### src/rtl/alu_cmd_driver_if.sv
`default_nettype none
// ============================================================================
// Module   : alu_cmd_driver_if
// Purpose  : Command, ALU-drive and response signals of alu_cmd_driver.
//            With ALU_FLAGS_EN defined the response carries zero/neg flags.
// Revision : 1.0 - initial release
// ============================================================================
interface alu_cmd_driver_if #(
    parameter int WIDTH = 8
);
    logic             cmd_valid_i;
    logic             cmd_ready_o;
    logic [1:0]       cmd_op_i;
    logic [WIDTH-1:0] cmd_a_i;
    logic [WIDTH-1:0] cmd_b_i;
    logic             cmd_use_acc_i;
    logic [WIDTH-1:0] alu_a_o;
    logic [WIDTH-1:0] alu_b_o;
    logic [1:0]       alu_opcode_o;
    logic [WIDTH-1:0] alu_result_i;
    logic             rsp_valid_o;
    logic             rsp_ready_i;
    logic [WIDTH-1:0] rsp_data_o;
    logic [1:0]       rsp_op_o;
`ifdef ALU_FLAGS_EN
    logic             rsp_zero_o;
    logic             rsp_neg_o;
`endif

    // Driver side
    modport master (
`ifdef ALU_FLAGS_EN
        output rsp_zero_o, rsp_neg_o,
`endif
        input  cmd_valid_i, cmd_op_i, cmd_a_i, cmd_b_i, cmd_use_acc_i,
        input  alu_result_i, rsp_ready_i,
        output cmd_ready_o, alu_a_o, alu_b_o, alu_opcode_o,
        output rsp_valid_o, rsp_data_o, rsp_op_o
    );

    // Sequencer + ALU side
    modport slave (
`ifdef ALU_FLAGS_EN
        input  rsp_zero_o, rsp_neg_o,
`endif
        output cmd_valid_i, cmd_op_i, cmd_a_i, cmd_b_i, cmd_use_acc_i,
        output alu_result_i, rsp_ready_i,
        input  cmd_ready_o, alu_a_o, alu_b_o, alu_opcode_o,
        input  rsp_valid_o, rsp_data_o, rsp_op_o
    );
endinterface
`default_nettype wire

### src/rtl/alu_cmd_driver.sv
`default_nettype none
// ============================================================================
// Module   : alu_cmd_driver
// Purpose  : Registers ALU operands from a valid/ready command, captures the
//            ALU result into an accumulator and returns it on a response channel.
//            Optional feature macro: ALU_FLAGS_EN (zero/neg response flags).
// Revision : 1.0 - initial release
// ============================================================================
module alu_cmd_driver #(
    parameter int WIDTH = 8
) (
    input  wire logic          clk,
    input  wire logic          rst,
    alu_cmd_driver_if.master   bus
);
    localparam logic [1:0] S_IDLE = 2'd0;
    localparam logic [1:0] S_EXEC = 2'd1;
    localparam logic [1:0] S_RESP = 2'd2;

    logic [1:0]       state_q, state_d;
    logic [WIDTH-1:0] acc_q;
    logic [WIDTH-1:0] alu_a_q;
    logic [WIDTH-1:0] alu_b_q;
    logic [1:0]       alu_op_q;
    logic [WIDTH-1:0] rsp_data_q;
    logic [1:0]       rsp_op_q;
    logic             cmd_ready;
    logic             rsp_valid;
    logic             cmd_fire;
    logic             rsp_fire;

    assign cmd_fire = bus.cmd_valid_i && cmd_ready;
    assign rsp_fire = rsp_valid && bus.rsp_ready_i;

    always_ff @(posedge clk) begin
        if (rst) begin
            state_q <= S_IDLE;
        end else begin
            state_q <= state_d;
        end
    end

    always_comb begin
        state_d = state_q;
        case (state_q)
            S_IDLE:  if (cmd_fire) state_d = S_EXEC;
            S_EXEC:  state_d = S_RESP;
            S_RESP:  if (rsp_fire) state_d = S_IDLE;
            default: state_d = S_IDLE;
        endcase
    end

    always_comb begin
        cmd_ready = (state_q == S_IDLE);
        rsp_valid = (state_q == S_RESP);
    end

    // Operands are only loaded at acceptance, so they stay frozen through EXEC.
    always_ff @(posedge clk) begin
        if (rst) begin
            acc_q      <= '0;
            alu_a_q    <= '0;
            alu_b_q    <= '0;
            alu_op_q   <= 2'd0;
            rsp_data_q <= '0;
            rsp_op_q   <= 2'd0;
        end else begin
            if (cmd_fire) begin
                alu_a_q  <= bus.cmd_use_acc_i ? acc_q : bus.cmd_a_i;
                alu_b_q  <= bus.cmd_b_i;
                alu_op_q <= bus.cmd_op_i;
            end
            if (state_q == S_EXEC) begin
                rsp_data_q <= bus.alu_result_i;
                acc_q      <= bus.alu_result_i;
                rsp_op_q   <= alu_op_q;
            end
        end
    end

`ifdef ALU_FLAGS_EN
    logic rsp_zero_q;
    logic rsp_neg_q;

    always_ff @(posedge clk) begin
        if (rst) begin
            rsp_zero_q <= 1'b0;
            rsp_neg_q  <= 1'b0;
        end else if (state_q == S_EXEC) begin
            rsp_zero_q <= (bus.alu_result_i == '0);
            rsp_neg_q  <= bus.alu_result_i[WIDTH-1];
        end
    end

    assign bus.rsp_zero_o = rsp_zero_q;
    assign bus.rsp_neg_o  = rsp_neg_q;
`else
    // Plain response channel: no flag state.
`endif

    assign bus.cmd_ready_o  = cmd_ready;
    assign bus.rsp_valid_o  = rsp_valid;
    assign bus.alu_a_o      = alu_a_q;
    assign bus.alu_b_o      = alu_b_q;
    assign bus.alu_opcode_o = alu_op_q;
    assign bus.rsp_data_o   = rsp_data_q;
    assign bus.rsp_op_o     = rsp_op_q;
endmodule
`default_nettype wire
### src/flat_wrapper.sv
// flat-port wrapper written by rule: the top's interface ports become plain ports
module alu_cmd_driver_flat 
#(
    parameter int WIDTH = 8
)
  (clk, rst, bus_cmd_valid_i, bus_cmd_op_i, bus_cmd_a_i, bus_cmd_b_i, bus_cmd_use_acc_i, bus_alu_result_i, bus_rsp_ready_i, bus_cmd_ready_o, bus_alu_a_o, bus_alu_b_o, bus_alu_opcode_o, bus_rsp_valid_o, bus_rsp_data_o, bus_rsp_op_o);
  alu_cmd_driver_if #(.WIDTH(WIDTH)) bus_i ();
  input  wire logic clk;
  input  wire logic rst;
  input wire logic [$bits(bus_i.cmd_valid_i)-1:0] bus_cmd_valid_i;
  input wire logic [$bits(bus_i.cmd_op_i)-1:0] bus_cmd_op_i;
  input wire logic [$bits(bus_i.cmd_a_i)-1:0] bus_cmd_a_i;
  input wire logic [$bits(bus_i.cmd_b_i)-1:0] bus_cmd_b_i;
  input wire logic [$bits(bus_i.cmd_use_acc_i)-1:0] bus_cmd_use_acc_i;
  input wire logic [$bits(bus_i.alu_result_i)-1:0] bus_alu_result_i;
  input wire logic [$bits(bus_i.rsp_ready_i)-1:0] bus_rsp_ready_i;
  output wire logic [$bits(bus_i.cmd_ready_o)-1:0] bus_cmd_ready_o;
  output wire logic [$bits(bus_i.alu_a_o)-1:0] bus_alu_a_o;
  output wire logic [$bits(bus_i.alu_b_o)-1:0] bus_alu_b_o;
  output wire logic [$bits(bus_i.alu_opcode_o)-1:0] bus_alu_opcode_o;
  output wire logic [$bits(bus_i.rsp_valid_o)-1:0] bus_rsp_valid_o;
  output wire logic [$bits(bus_i.rsp_data_o)-1:0] bus_rsp_data_o;
  output wire logic [$bits(bus_i.rsp_op_o)-1:0] bus_rsp_op_o;
  assign bus_i.cmd_valid_i = bus_cmd_valid_i;
  assign bus_i.cmd_op_i = bus_cmd_op_i;
  assign bus_i.cmd_a_i = bus_cmd_a_i;
  assign bus_i.cmd_b_i = bus_cmd_b_i;
  assign bus_i.cmd_use_acc_i = bus_cmd_use_acc_i;
  assign bus_i.alu_result_i = bus_alu_result_i;
  assign bus_i.rsp_ready_i = bus_rsp_ready_i;
  assign bus_cmd_ready_o = bus_i.cmd_ready_o;
  assign bus_alu_a_o = bus_i.alu_a_o;
  assign bus_alu_b_o = bus_i.alu_b_o;
  assign bus_alu_opcode_o = bus_i.alu_opcode_o;
  assign bus_rsp_valid_o = bus_i.rsp_valid_o;
  assign bus_rsp_data_o = bus_i.rsp_data_o;
  assign bus_rsp_op_o = bus_i.rsp_op_o;
  alu_cmd_driver #(.WIDTH(WIDTH)) u_core (.clk(clk), .rst(rst), .bus(bus_i));
endmodule
### config.mk
export PLATFORM = sky130hd
export DESIGN_NAME = alu_cmd_driver_flat
export DESIGN_NICKNAME = d
export VERILOG_FILES = /design/src/rtl/alu_cmd_driver_if.sv /design/src/rtl/alu_cmd_driver.sv /design/src/flat_wrapper.sv
export SDC_FILE = /design/constraint.sdc
export NUM_CORES = 1
export LEC_CHECK = 0
export BUFFER_PORTS_ARGS = -buffer_cell sky130_fd_sc_hd__buf_2
export CORE_UTILIZATION = 35
export DETAILED_ROUTE_END_ITERATION = 12
export GPL_ROUTABILITY_DRIVEN = 0
export PLACE_DENSITY = 0.79
export SETUP_SLACK_MARGIN = 0.05
export SLEW_MARGIN = 10
export SYNTH_ARGS = -nofsm -noshare
export SYNTH_HDL_FRONTEND = slang
export SYNTH_SLANG_ARGS = --single-unit
### constraint.sdc
create_clock -name clk -period 1.1 [get_ports clk]
set_clock_uncertainty 0.1 [all_clocks]
set_input_delay 0 -clock clk [delete_from_list [all_inputs] [get_ports clk]]
set_output_delay 0 -clock clk [all_outputs]
set_load 0.05 [all_outputs]
### Word-level counts from Yosys, hierarchy flattened

Cells that the tools add are included.

* bits of input ports: 31
* bits in registers: 30
* output and inout bits: 30

* equality and inequality tests: 4
* multiplexer cells: 4
* reduce and logical (&&, ||, !) cells: 4

Operator list (number)
* $mux W8: 1
* $pmux W2 S3: 1
* $mux W2: 2
* $ne A2 B2 Y1 const B: 2
* $eq A2 B1 Y1 const B: 1
* $eq A2 B2 Y1 const B: 1
* $logic_and A1 B1 Y1: 2
* $logic_not A2 Y1: 1
* $reduce_and A2 Y1: 1

### Longest topological paths before layout

Gate-level depths: netlist (run 1).

* word-level depth: 4
* gate-level depth with buffers: 5

### Least setup slack after synthesis (run 1)

OpenSTA, ideal clock, no wires.

* path type: register to register
* start point: register u_core.state_q[1]
* end point: register u_core.state_q[1]
* slack: -440 ps
* stages on the path, launching flop included: 4
* path buffers: 0
* period minus slack after synthesis: 1540 ps
* arrival time: 1369 ps
* cells stage by stage: dfxtp_1 > nor2b_1 > nand2b_1 > a21oi_1

* word-level cells in the longest chain between the ends: 4
* elaborated cells on any way between the ends: 9

Ends and longest elaborated chain
* start, declared: RTL line alu_cmd_driver.sv:20 `logic [1:0] state_q, state_d;`
* start signal, assigned: RTL line alu_cmd_driver.sv:39 `state_q <= state_d;`
* $eq A2 B2 Y1 (*): RTL line alu_cmd_driver.sv:55 `rsp_valid = (state_q == S_RESP);`
* via bus_rsp_valid_o: RTL line flat_wrapper.sv:21 `output wire logic [$bits(bus_i.rsp_valid_o)-1:0] bus_rsp_valid_o;`
* $logic_and A1 B1 Y1: RTL line alu_cmd_driver.sv:33 `assign rsp_fire = rsp_valid && bus.rsp_ready_i;`
* $ne A2 B2 Y1 (no source line)
* $reduce_and A2 Y1 (no source line)

Mark *: on every way through the listed nets, which the timed path passes. The rest lies on a longest branch.
A chain may end at the register's enable or synchronous reset.

### Worst setup path in the final report (run 1)

* start point: register u_core.state_q[1]
* end point: register u_core.alu_a_q[3], in the netlist u_core.bus.alu_a_o[3]

* word-level cells in the longest chain between the ends: 2

Ends and longest elaborated chain
* $logic_not A2 Y1: RTL line alu_cmd_driver.sv:54 `cmd_ready = (state_q == S_IDLE);`
* $logic_and A1 B1 Y1: RTL line alu_cmd_driver.sv:32 `assign cmd_fire = bus.cmd_valid_i && cmd_ready;`
* end signal, assigned: RTL line alu_cmd_driver.sv:69 `alu_a_q <= bus.cmd_use_acc_i ? acc_q : bus.cmd_a_i;`
* end, declared: RTL line alu_cmd_driver.sv:22 `logic [WIDTH-1:0] alu_a_q;`

Every way passes these cells.

==> metrics.md, run 1 <==
| Metric | Value |
|---|---|
| Outcome | `complete, but fails checks` |
| Violated checks | `setup timing` |
| Root buffer cell | `clkbuf_4` |
| Worst-path clk slew | `100 ps` |
| First-pass GRT wire length | `4960 um` |
| GRT overflow | `0` |
| Synth Register Bits | `30` |
| Pre-antenna DRT Iters | `4` |
| Average cell area after synthesis | `9.98 sq um` |
| FP Rows | `20` |
| Switch Pwr | `0.910 mW` |
| Full die area | `3690 sq um` |
| DR vias/cell | `4.53` |
| Max Fclk | `0.772 GHz` |
| Slew Viols, Final | `0` |
| Dominant cells by area after synthesis | `dfxtp_1 (50%), mux2i_1 (15%), a211oi_2 (8.3%)` |
| CP endpoint kind | `flop` |
| Slowest CP cell | `dfxtp_2` |
| Vias | `1200` |
| Initial Util | `0.383` |
| Internal power | `1.85 mW` |
| Count of inserted antenna diode cells | `0` |
| DP HPWL | `1990 um` |
| Ys flop type | `dfxtp_1` |
| Clock Sinks | `30` |
| WL final | `3560 um` |
| Core Region | `3150 sq um` |
| Worst setup margin | `-196 ps` |
| Yosys cell types | `16` |
| Worst-skew pair later-pin latency | `320 ps` |
| Layout Nets | `251` |
| Sequential Power Share | `0.441` |
| Post-synthesis sequential area ratio | `0.497` |
| # DRC | `0` |
| Antenna Nets Post-Route | `0` |
| Worst slew pin tran | `303 ps` |
| Slowest stage delay, CP | `360 ps` |
| Asr flop ratio synth | `0` |
| Clock power share | `0.249` |
| GRT Total Usage | `0.189` |
| Top-count cell post-synth | `dfxtp_1` |
| Mapped Area | `1210 sq um` |
| Worst setup path class | `flop to flop` |
| Hold violation count in the final report | `0` |
| Synth area leader | `dfxtp_1` |
| Final Critical Period | `1300 ps` |
| Critical-path cell list | `nor3b_4 -> buf_4 -> clkbuf_16 -> buf_4 -> a211oi_2` |
| Max Cap Viol | `0` |
| Worst Path Max Fanout | `12` |
| Min-Delay Path Class | `input port to flop` |
| CTS tree | `built` |
| Rel. slew slack | `0.792` |
| WL/cell | `13.4 um` |
| Leak pwr | `0.969 nW` |
| DR iter-0 viols | `58` |
| Synth Net Count | `152` |
| Worst path most repeated cell | `buf_4` |
| Chip width | `60.7 um` |
| Type of origin of the critical path | `flop` |
| Filler cells | `251` |
| Top cell type's share of synthesized area | `0.497` |
| # setup viols final | `31` |
| Final period utilization | `1.18` |
| Ys Warns | `0` |
| Largest net degree at the start of global routing | `31` |
| Maximum vdd drop | `667 uV` |
| Port buffer count | `60` |
| Post-synth EDFFs | `0` |
| WP data arrival | `1420 ps` |
| Gate power share | `0.310` |
| Maximum clock path buffer count | `2` |
| Chip height | `60.7 um` |
| Antenna violations before repair | `0` |
| Sw Ratio | `0.330` |
| Ratio of cells with drive above 1 in the final layout | `0.471` |
| Setup TNS | `-3570 ps` |
| Pwr dens | `1280 nW/um^2` |
| TritonCTS Buffers | `5` |
| Hold WS | `69.5 ps` |
| Crit path required time | `1230 ps` |
| Synth cell count leaders | `dfxtp_1 (30), nand2_1 (20), mux2i_1 (18), nor2_1 (18), a21oi_1 (11)` |
| Gate Count Post-Synth | `121` |
| Io pins | `61` |
| Synthesis-to-finish area growth | `78.8%` |
| RSZ-0062 raised after global routing | `true` |
| # H-tree levels | `2` |
| Vias in the first global route | `1148` |
kinds of logic (layout without fill, tap and decap cells):
group,Yosys count,after routing,synth area share
AO/OA/AOI/OAI,19,19,0.128
buffers and inverters,9,109,0.0642
flip-flops,30,30,0.497
multiplexers,18,18,0.149
AND/OR/NAND/NOR,45,45,0.161
routing by layer:
metal	global-route usage	part of all wire
met3	0.0917	0.083
met5	0	0
met4	0.0682	0.011
met1	0.204	0.40
met2	0.322	0.51
through the flow:
step / cell area (sq um) / setup WS [ps] / total power [mW] / util / instances
2_1_floorplan: 1220 / -162 / 1.71 / - / 121
3_3_place_gp: 1610 / -96.3 / 1.88 / 0.510 / 227
3_5_place_dp: 1610 / -139 / 1.89 / 0.510 / 227
4_1_cts: 2010 / -161 / 2.68 / 0.639 / 263
5_1_grt: 2160 / -253 / 2.92 / 0.685 / 265
6_report: 2160 / -196 / 2.76 / 0.685 / 265
flip-flops by register name, summed over array words and instances, names as in the netlist:
register                 flops
u_core.bus.alu_opcode_o      2
u_core.bus.alu_a_o           8
u_core.acc_q                 8
u_core.bus.alu_b_o           8
u_core.state_q               2
u_core.bus.rsp_op_o          2
power groups by stage:
stage | Combinational (mW) | Clock, mW | Sequential [mW]
CTS | 0.779 | 0.697 | 1.20
floorplan | 0.255 | 0 | 1.46
detailed placement | 0.667 | 0 | 1.23
global placement | 0.656 | 0 | 1.23
global route | 0.905 | 0.785 | 1.23
finish | 0.855 | 0.686 | 1.22
timing repair:
action	CTS	global route
cloned	0	1
hold endpoints to repair	30	0
pin swaps	0	1
gates resized for setup	24	48
buffers inserted	0	1
hold buffers	28	0
setup endpoints to repair	47	58
worst max-delay path, delay by kind of cell (launching register included):
| family | cells | cell delay [ps] |
|---|---|---|
| AOI/OAI and AO/OA | 1 | 60 |
| buffers and inverters | 3 | 430 |
| DFF | 1 | 360 |
| and+or+nand+nor | 1 | 250 |
layout by cell type, fill, tap and decap left out, types with 2 or more instances in the layout:
master / Yosys / routed
a211oi_2: 8 / 8
a21oi_1: 11 / 10
buf_12: 2 / 2
buf_2: 2 / 30
buf_4: 0 / 16
buf_6: 1 / 20
clkbuf_4: 0 / 9
dfxtp_1: 30 / 23
dfxtp_2: 0 / 7
dlygate4sd3_1: 0 / 28
mux2i_1: 18 / 18
nand2_1: 20 / 17
nand2_2: 0 / 3
nand2b_1: 2 / 2
nor2_1: 18 / 17
layout make-up:
type | count | area [sq um] | share of cell area
clock buffer | 7 | 55.1 | 0.0255
sequential | 30 | 609 | 0.282
timing repair buffer | 101 | 871 | 0.403
tap | 44 | 55.1 | 0.0255
clock inverter | 1 | 5.00 | 0.00232
multi-input combinational | 82 | 563 | 0.261
final timing paths:
kind	start	endpoint	slack, ps	depth (start not counted)
setup reg to reg	u_core.state_q[1]	u_core.bus.alu_a_o[3]	-200	5
hold / removal	bus_cmd_use_acc_i	u_core.bus.alu_a_o[4]	70	3
setup / recovery	u_core.state_q[1]	u_core.bus.alu_a_o[3]	-200	5
hold reg to reg	u_core.bus.rsp_op_o[1]	u_core.bus.rsp_op_o[1]	350	2
No activity file was read; power rests on OpenSTA's default activity.
==> inputs of run 2 (changes only) <==
--- a/config.mk
+++ b/config.mk
@@ -5,11 +5,12 @@
 export SDC_FILE = /design/constraint.sdc
 export NUM_CORES = 1
 export LEC_CHECK = 0
-export BUFFER_PORTS_ARGS = -buffer_cell sky130_fd_sc_hd__buf_2
 export CORE_UTILIZATION = 35
 export DETAILED_ROUTE_END_ITERATION = 12
+export DONT_BUFFER_PORTS = 1
 export GPL_ROUTABILITY_DRIVEN = 0
-export PLACE_DENSITY = 0.79
+export PLACE_DENSITY = 0.61
+export RECOVER_POWER = 25
 export SETUP_SLACK_MARGIN = 0.05
 export SLEW_MARGIN = 10
 export SYNTH_ARGS = -nofsm -noshare
==> constraint.sdc (replaced) <==
create_clock -name clk -period 1.35 [get_ports clk]
set_clock_uncertainty 0.1 [all_clocks]
set_input_delay 0 -clock clk [delete_from_list [all_inputs] [get_ports clk]]
set_output_delay 0 -clock clk [all_outputs]
set_load 0.05 [all_outputs]
==> metrics.md, run 2 (synthesis results as in run 1) <==
| Metric | Value |
|---|---|
| R2R setup slack | `80 ps` |
| Slowest stage delay, CP | `340 ps` |
| Chip height | `60.7 um` |
| Antenna violations before repair | `0` |
| Reg2reg path depth | `5` |
| HP Start | `rst` |
| Max Fclk | `0.790 GHz` |
| Crit path max-delay family | `flip-flops` |
| GRT Total Usage | `0.152` |
| Io pins | `61` |
| RR Startpoint | `u_core.state_q[0]` |
| Ratio of cells with drive above 1 in the final layout | `0.368` |
| Largest net degree at the start of global routing | `31` |
| DP Cell Count | `188` |
| Maximum clock path buffer count | `2` |
| WHS Path Cells | `1` |
| DP HPWL | `1870 um` |
| Outcome | `complete, but fails checks` |
| Antenna Nets Post-Route | `0` |
| Root buffer cell | `clkbuf_4` |
| Final Critical Period | `1270 ps` |
| DR vias/cell | `4.80` |
| Initial Util | `0.383` |
| RSZ-0062 raised after global routing | `false` |
| Crit Reg-Reg Endpoint | `u_core.bus.alu_b_o[0]` |
| FP Rows | `20` |
| # H-tree levels | `2` |
| CTS tree | `built` |
| Commonest cells after routing, fill and taps aside | `dfxtp_1 (28), nand2_1 (20), nor2_1 (18)` |
| Critical-path cell list | `nor3b_4 -> buf_6 -> clkbuf_16 -> mux2i_1 -> nor2_1` |
| Worst Hold End | `u_core.state_q[0]` |
| Slowest CP cell | `dfxtp_2` |
| Worst-skew pair later-pin latency | `320 ps` |
| Vias in the first global route | `882` |
| Slew Viols, Final | `0` |
| Violated checks | `hold timing` |
| Crit path required time | `1470 ps` |
| Worst slew pin tran | `410 ps` |
| Pre-antenna DRT Iters | `4` |
| Worst setup path class | `flop to flop` |
| Clock Sinks | `30` |
| Leak pwr | `0.663 nW` |
| Max Cap Viol | `0` |
| Port buffer count | `0` |
| CP bufs+invs | `2` |
| # setup viols final | `0` |
| Full die area | `3690 sq um` |
| DR iter-0 viols | `19` |
| Final period utilization | `0.937` |
| Hold WS | `-364 ps` |
| Chip width | `60.7 um` |
| CP endpoint kind | `flop` |
| Count of inserted antenna diode cells | `0` |
| Hold violation count in the final report | `30` |
| First-pass GRT wire length | `3860 um` |
| Pwr dens | `1320 nW/um^2` |
| Core Region | `3150 sq um` |
| Rel. slew slack | `0.727` |
| WL final | `2710 um` |
| Min-Delay Path Class | `input port to flop` |
| Synthesis-to-finish area growth | `27.7%` |
| Setup TNS | `0 ps` |
| Power Total | `2.03 mW` |
| Most common cell after layout, fill and taps aside | `dfxtp_1` |
| TritonCTS Buffers | `5` |
| Worst Path Max Fanout | `7` |
| Maximum vdd drop | `573 uV` |
| GRT overflow | `0` |
| Finished Layout Cells | `199` |
| # DRC | `0` |
| Layout Nets | `185` |
| WP data arrival | `1390 ps` |
| Type of origin of the critical path | `flop` |
| Vias | `956` |
| WL/cell | `13.6 um` |
| Worst-path clk slew | `90 ps` |
[run 2: worst max-delay path by stage]
stage                            startpoint                         end  depth (start not counted)
after global placement    u_core.state_q[1]  u_core.bus.alu_opcode_o[1]                          4
after detailed placement  u_core.state_q[1]       u_core.bus.alu_b_o[1]                          4
after CTS                 u_core.state_q[1]       u_core.bus.alu_b_o[3]                          4
after floorplan           u_core.state_q[1]           u_core.state_q[1]                          3
final                     u_core.state_q[0]       u_core.bus.alu_b_o[0]                          5
after global routing      u_core.state_q[0]             u_core.acc_q[1]                          4
[run 2: per-layer routing]
metal / GRT usage / up-vias / share of wire / wire length [um]
li1: - / 472 / - / -
met1: 0.149 / 428 / 0.42 / 1150
met2: 0.259 / 52 / 0.46 / 1240
met3: 0.0896 / 4 / 0.10 / 282
met4: 0.0682 / 0 / 0.014 / 37
met5: 0 / - / 0 / 0
[run 2: per-stage QoR]
stage	area, sq um	hold slack [ps]	setup WS [ps]	utilization
global placement	1450	-31.4	106	0.459
global route	1540	-412	36.7	0.489
floorplan	1210	36.0	86.7	-
detailed placement	1450	-30.0	55.7	0.459
CTS	1510	-395	46.0	0.478
finish	1540	-364	84.5	0.489
[run 2: power by group]
group	internal (mW)	total (mW)	leakage, nW	switching (mW)
sequential	0.944	0.983	0.247	0.0394
combinational	0.173	0.499	0.381	0.326
clock	0.252	0.547	0.0353	0.295
total	1.37	2.03	0.663	0.660
[run 2: layout make-up]
| cell class | instances | area (sq um) |
|---|---|---|
| Clock buffer | 7 | 55.1 |
| Multi-Input combinational cell | 82 | 543 |
| Sequential cell | 30 | 603 |
| Tap cell | 44 | 55.1 |
| Clock inverter | 1 | 5.00 |
| Timing Repair Buffer | 35 | 280 |
| Fill cell | 320 | 1610 |
[run 2: timing repair]
action	in CTS	in global routing
cloned	0	2
pin swaps	0	1
resized for setup	0	6
endpoints found under the setup margin	6	28
setup buffers	0	1
endpoints found under the hold margin	30	30
==> inputs of run 3 (changes only) <==
--- a/config.mk
+++ b/config.mk
@@ -5,11 +5,13 @@
 export SDC_FILE = /design/constraint.sdc
 export NUM_CORES = 1
 export LEC_CHECK = 0
+export CELL_PAD_IN_SITES_DETAIL_PLACEMENT = 0
+export CELL_PAD_IN_SITES_GLOBAL_PLACEMENT = 1
 export CORE_UTILIZATION = 35
 export DETAILED_ROUTE_END_ITERATION = 12
 export DONT_BUFFER_PORTS = 1
 export GPL_ROUTABILITY_DRIVEN = 0
-export PLACE_DENSITY = 0.61
+export PLACE_DENSITY = 0.75
 export RECOVER_POWER = 25
 export SETUP_SLACK_MARGIN = 0.05
 export SLEW_MARGIN = 10
==> metrics.md, run 3 (synthesis results as in run 1) <==
| Metric | Value |
|---|---|
| Vias in the first global route | `896` |
| Chip width | `60.7 um` |
| Worst Path Max Fanout | `7` |
| Io pins | `61` |
| # setup viols final | `0` |
| Max Fclk | `0.760 GHz` |
| GR Layer Usage met1 | `0.146` |
| Slew Viols, Final | `0` |
| Global route hottest layer | `met2` |
| Worst slew pin tran | `332 ps` |
| CTS tree | `built` |
| Outcome | `complete, but fails checks` |
| # H-tree levels | `2` |
| Min-Delay Path Class | `input port to flop` |
| Hold WS | `-375 ps` |
| Worst-skew pair later-pin latency | `320 ps` |
| Area after DPL | `1450 sq um` |
| WP data arrival | `1440 ps` |
| Initial Util | `0.383` |
| First-pass GRT wire length | `3830 um` |
| Crit path required time | `1470 ps` |
| Met2 Track Usage GR | `0.262` |
| Most common cell after layout, fill and taps aside | `dfxtp_1` |
| DP HPWL | `1910 um` |
| Sequential Power Share | `0.479` |
| Setup TNS | `0 ps` |
| Met3 GRT Util | `0.0832` |
| GRT overflow | `0` |
| RSZ-0062 raised after global routing | `true` |
| Worst setup path class | `flop to flop` |
| Clock power share | `0.269` |
| WL/cell | `13.5 um` |
| Root buffer cell | `clkbuf_4` |
| Internal power | `1.38 mW` |
| Antenna violations before repair | `0` |
| Final period utilization | `0.974` |
| Count of inserted antenna diode cells | `0` |
| Layout Nets | `190` |
| Ratio of cells with drive above 1 in the final layout | `0.369` |
| Hold violation count in the final report | `30` |
| Rel. slew slack | `0.779` |
| Antenna Nets Post-Route | `0` |
| Finished Layout Cells | `204` |
| FP Rows | `20` |
| Slowest stage delay, CP | `380 ps` |
| Worst-path clk slew | `90 ps` |
| Slowest CP cell | `dfxtp_4` |
| Port buffer count | `0` |
| Design area | `1580 sq um` |
| Core Region | `3150 sq um` |
| DR iter-0 viols | `13` |
| Largest net degree at the start of global routing | `31` |
| DR vias/cell | `4.75` |
| DP Cell Count | `188` |
| Sw Ratio | `0.326` |
| Vias | `970` |
| Type of origin of the critical path | `flop` |
| Violated checks | `hold timing` |
| TritonCTS Buffers | `5` |
| Synthesis-to-finish area growth | `30.6%` |
| # DRC | `0` |
| Pwr dens | `1300 nW/um^2` |
| Full die area | `3690 sq um` |
| Final Critical Period | `1320 ps` |
| Critical-path cell list | `nor3b_4 -> buf_6 -> buf_12 -> mux2i_1 -> nor2_1` |
| Clock Sinks | `30` |
| WL final | `2750 um` |
| Max Cap Viol | `0` |
| Gate power share | `0.252` |
| CP endpoint kind | `flop` |
| GRT Total Usage | `0.149` |
| Maximum vdd drop | `568 uV` |
| Maximum clock path buffer count | `2` |
| Pre-antenna DRT Iters | `4` |
| Commonest cells after routing, fill and taps aside | `dfxtp_1 (29), buf_4 (23), nand2_1 (20)` |
| Switch Pwr | `0.668 mW` |
| Chip height | `60.7 um` |
| Leak pwr | `0.689 nW` |
| Filler cells | `330` |
-- run 3: path summary, 6_finish.rpt --
path | startpoint | cells after the start | end | slack, ps
min | rst | 1 | u_core.bus.alu_a_o[5] | -370
max reg2reg | u_core.state_q[0] | 5 | u_core.bus.alu_b_o[7] | 30
min reg2reg | u_core.bus.rsp_op_o[0] | 2 | u_core.bus.rsp_op_o[0] | 360
max | u_core.state_q[0] | 5 | u_core.bus.alu_b_o[7] | 30
-- run 3: metrics by stage --
stage | util | total power, mW | setup WS [ps]
6_report | 0.500 | 2.05 | 34.7
4_1_cts | 0.478 | 2.04 | 40.4
3_3_place_gp | 0.459 | 1.48 | 107
2_1_floorplan | - | 1.39 | 86.7
5_1_grt | 0.500 | 2.15 | -17.5
3_5_place_dp | 0.459 | 1.49 | 53.3
-- run 3: repair_timing --
item                                    4_1_cts  5_1_grt
setup buffers                                 0        6
pin swaps                                     0        8
endpoints found under the setup margin        3       22
endpoints found under the hold margin        30       30
cloned                                        0        2
gates resized for setup                       0        4
-- run 3: per-layer routing --
metal | wire, um | vias to the layer above
li1 | - | 485
met1 | 1110 | 430
met2 | 1340 | 50
met3 | 254 | 5
met4 | 42 | 0
met5 | 0 | -
-- run 3: worst max-delay path, delay by kind of cell, from the launching register on --
kind                   cells  cell delay (ps)
buffers and inverters      2              280
multiplexers               1              190
flip-flops                 1              380
AND/OR/NAND/NOR            2              260
-- run 3: power by group through the flow --
stage	sequential [mW]	combinational [mW]	clock [mW]
after floorplan	1.19	0.208	0
after global placement	1.00	0.476	0
after detailed placement	1.00	0.481	0
after CTS	0.984	0.481	0.571
after global routing	0.989	0.546	0.610
final	0.982	0.516	0.551
-- run 3: layout make-up --
cell class	count	area, sq um	share of cell area
well taps	44	55.1	0.0349
clock buffers	7	55.1	0.0349
clock inverters	1	5.00	0.00317
repair buffers	40	319	0.202
multi-input cells	82	538	0.341
flip-flops and latches	30	604	0.383
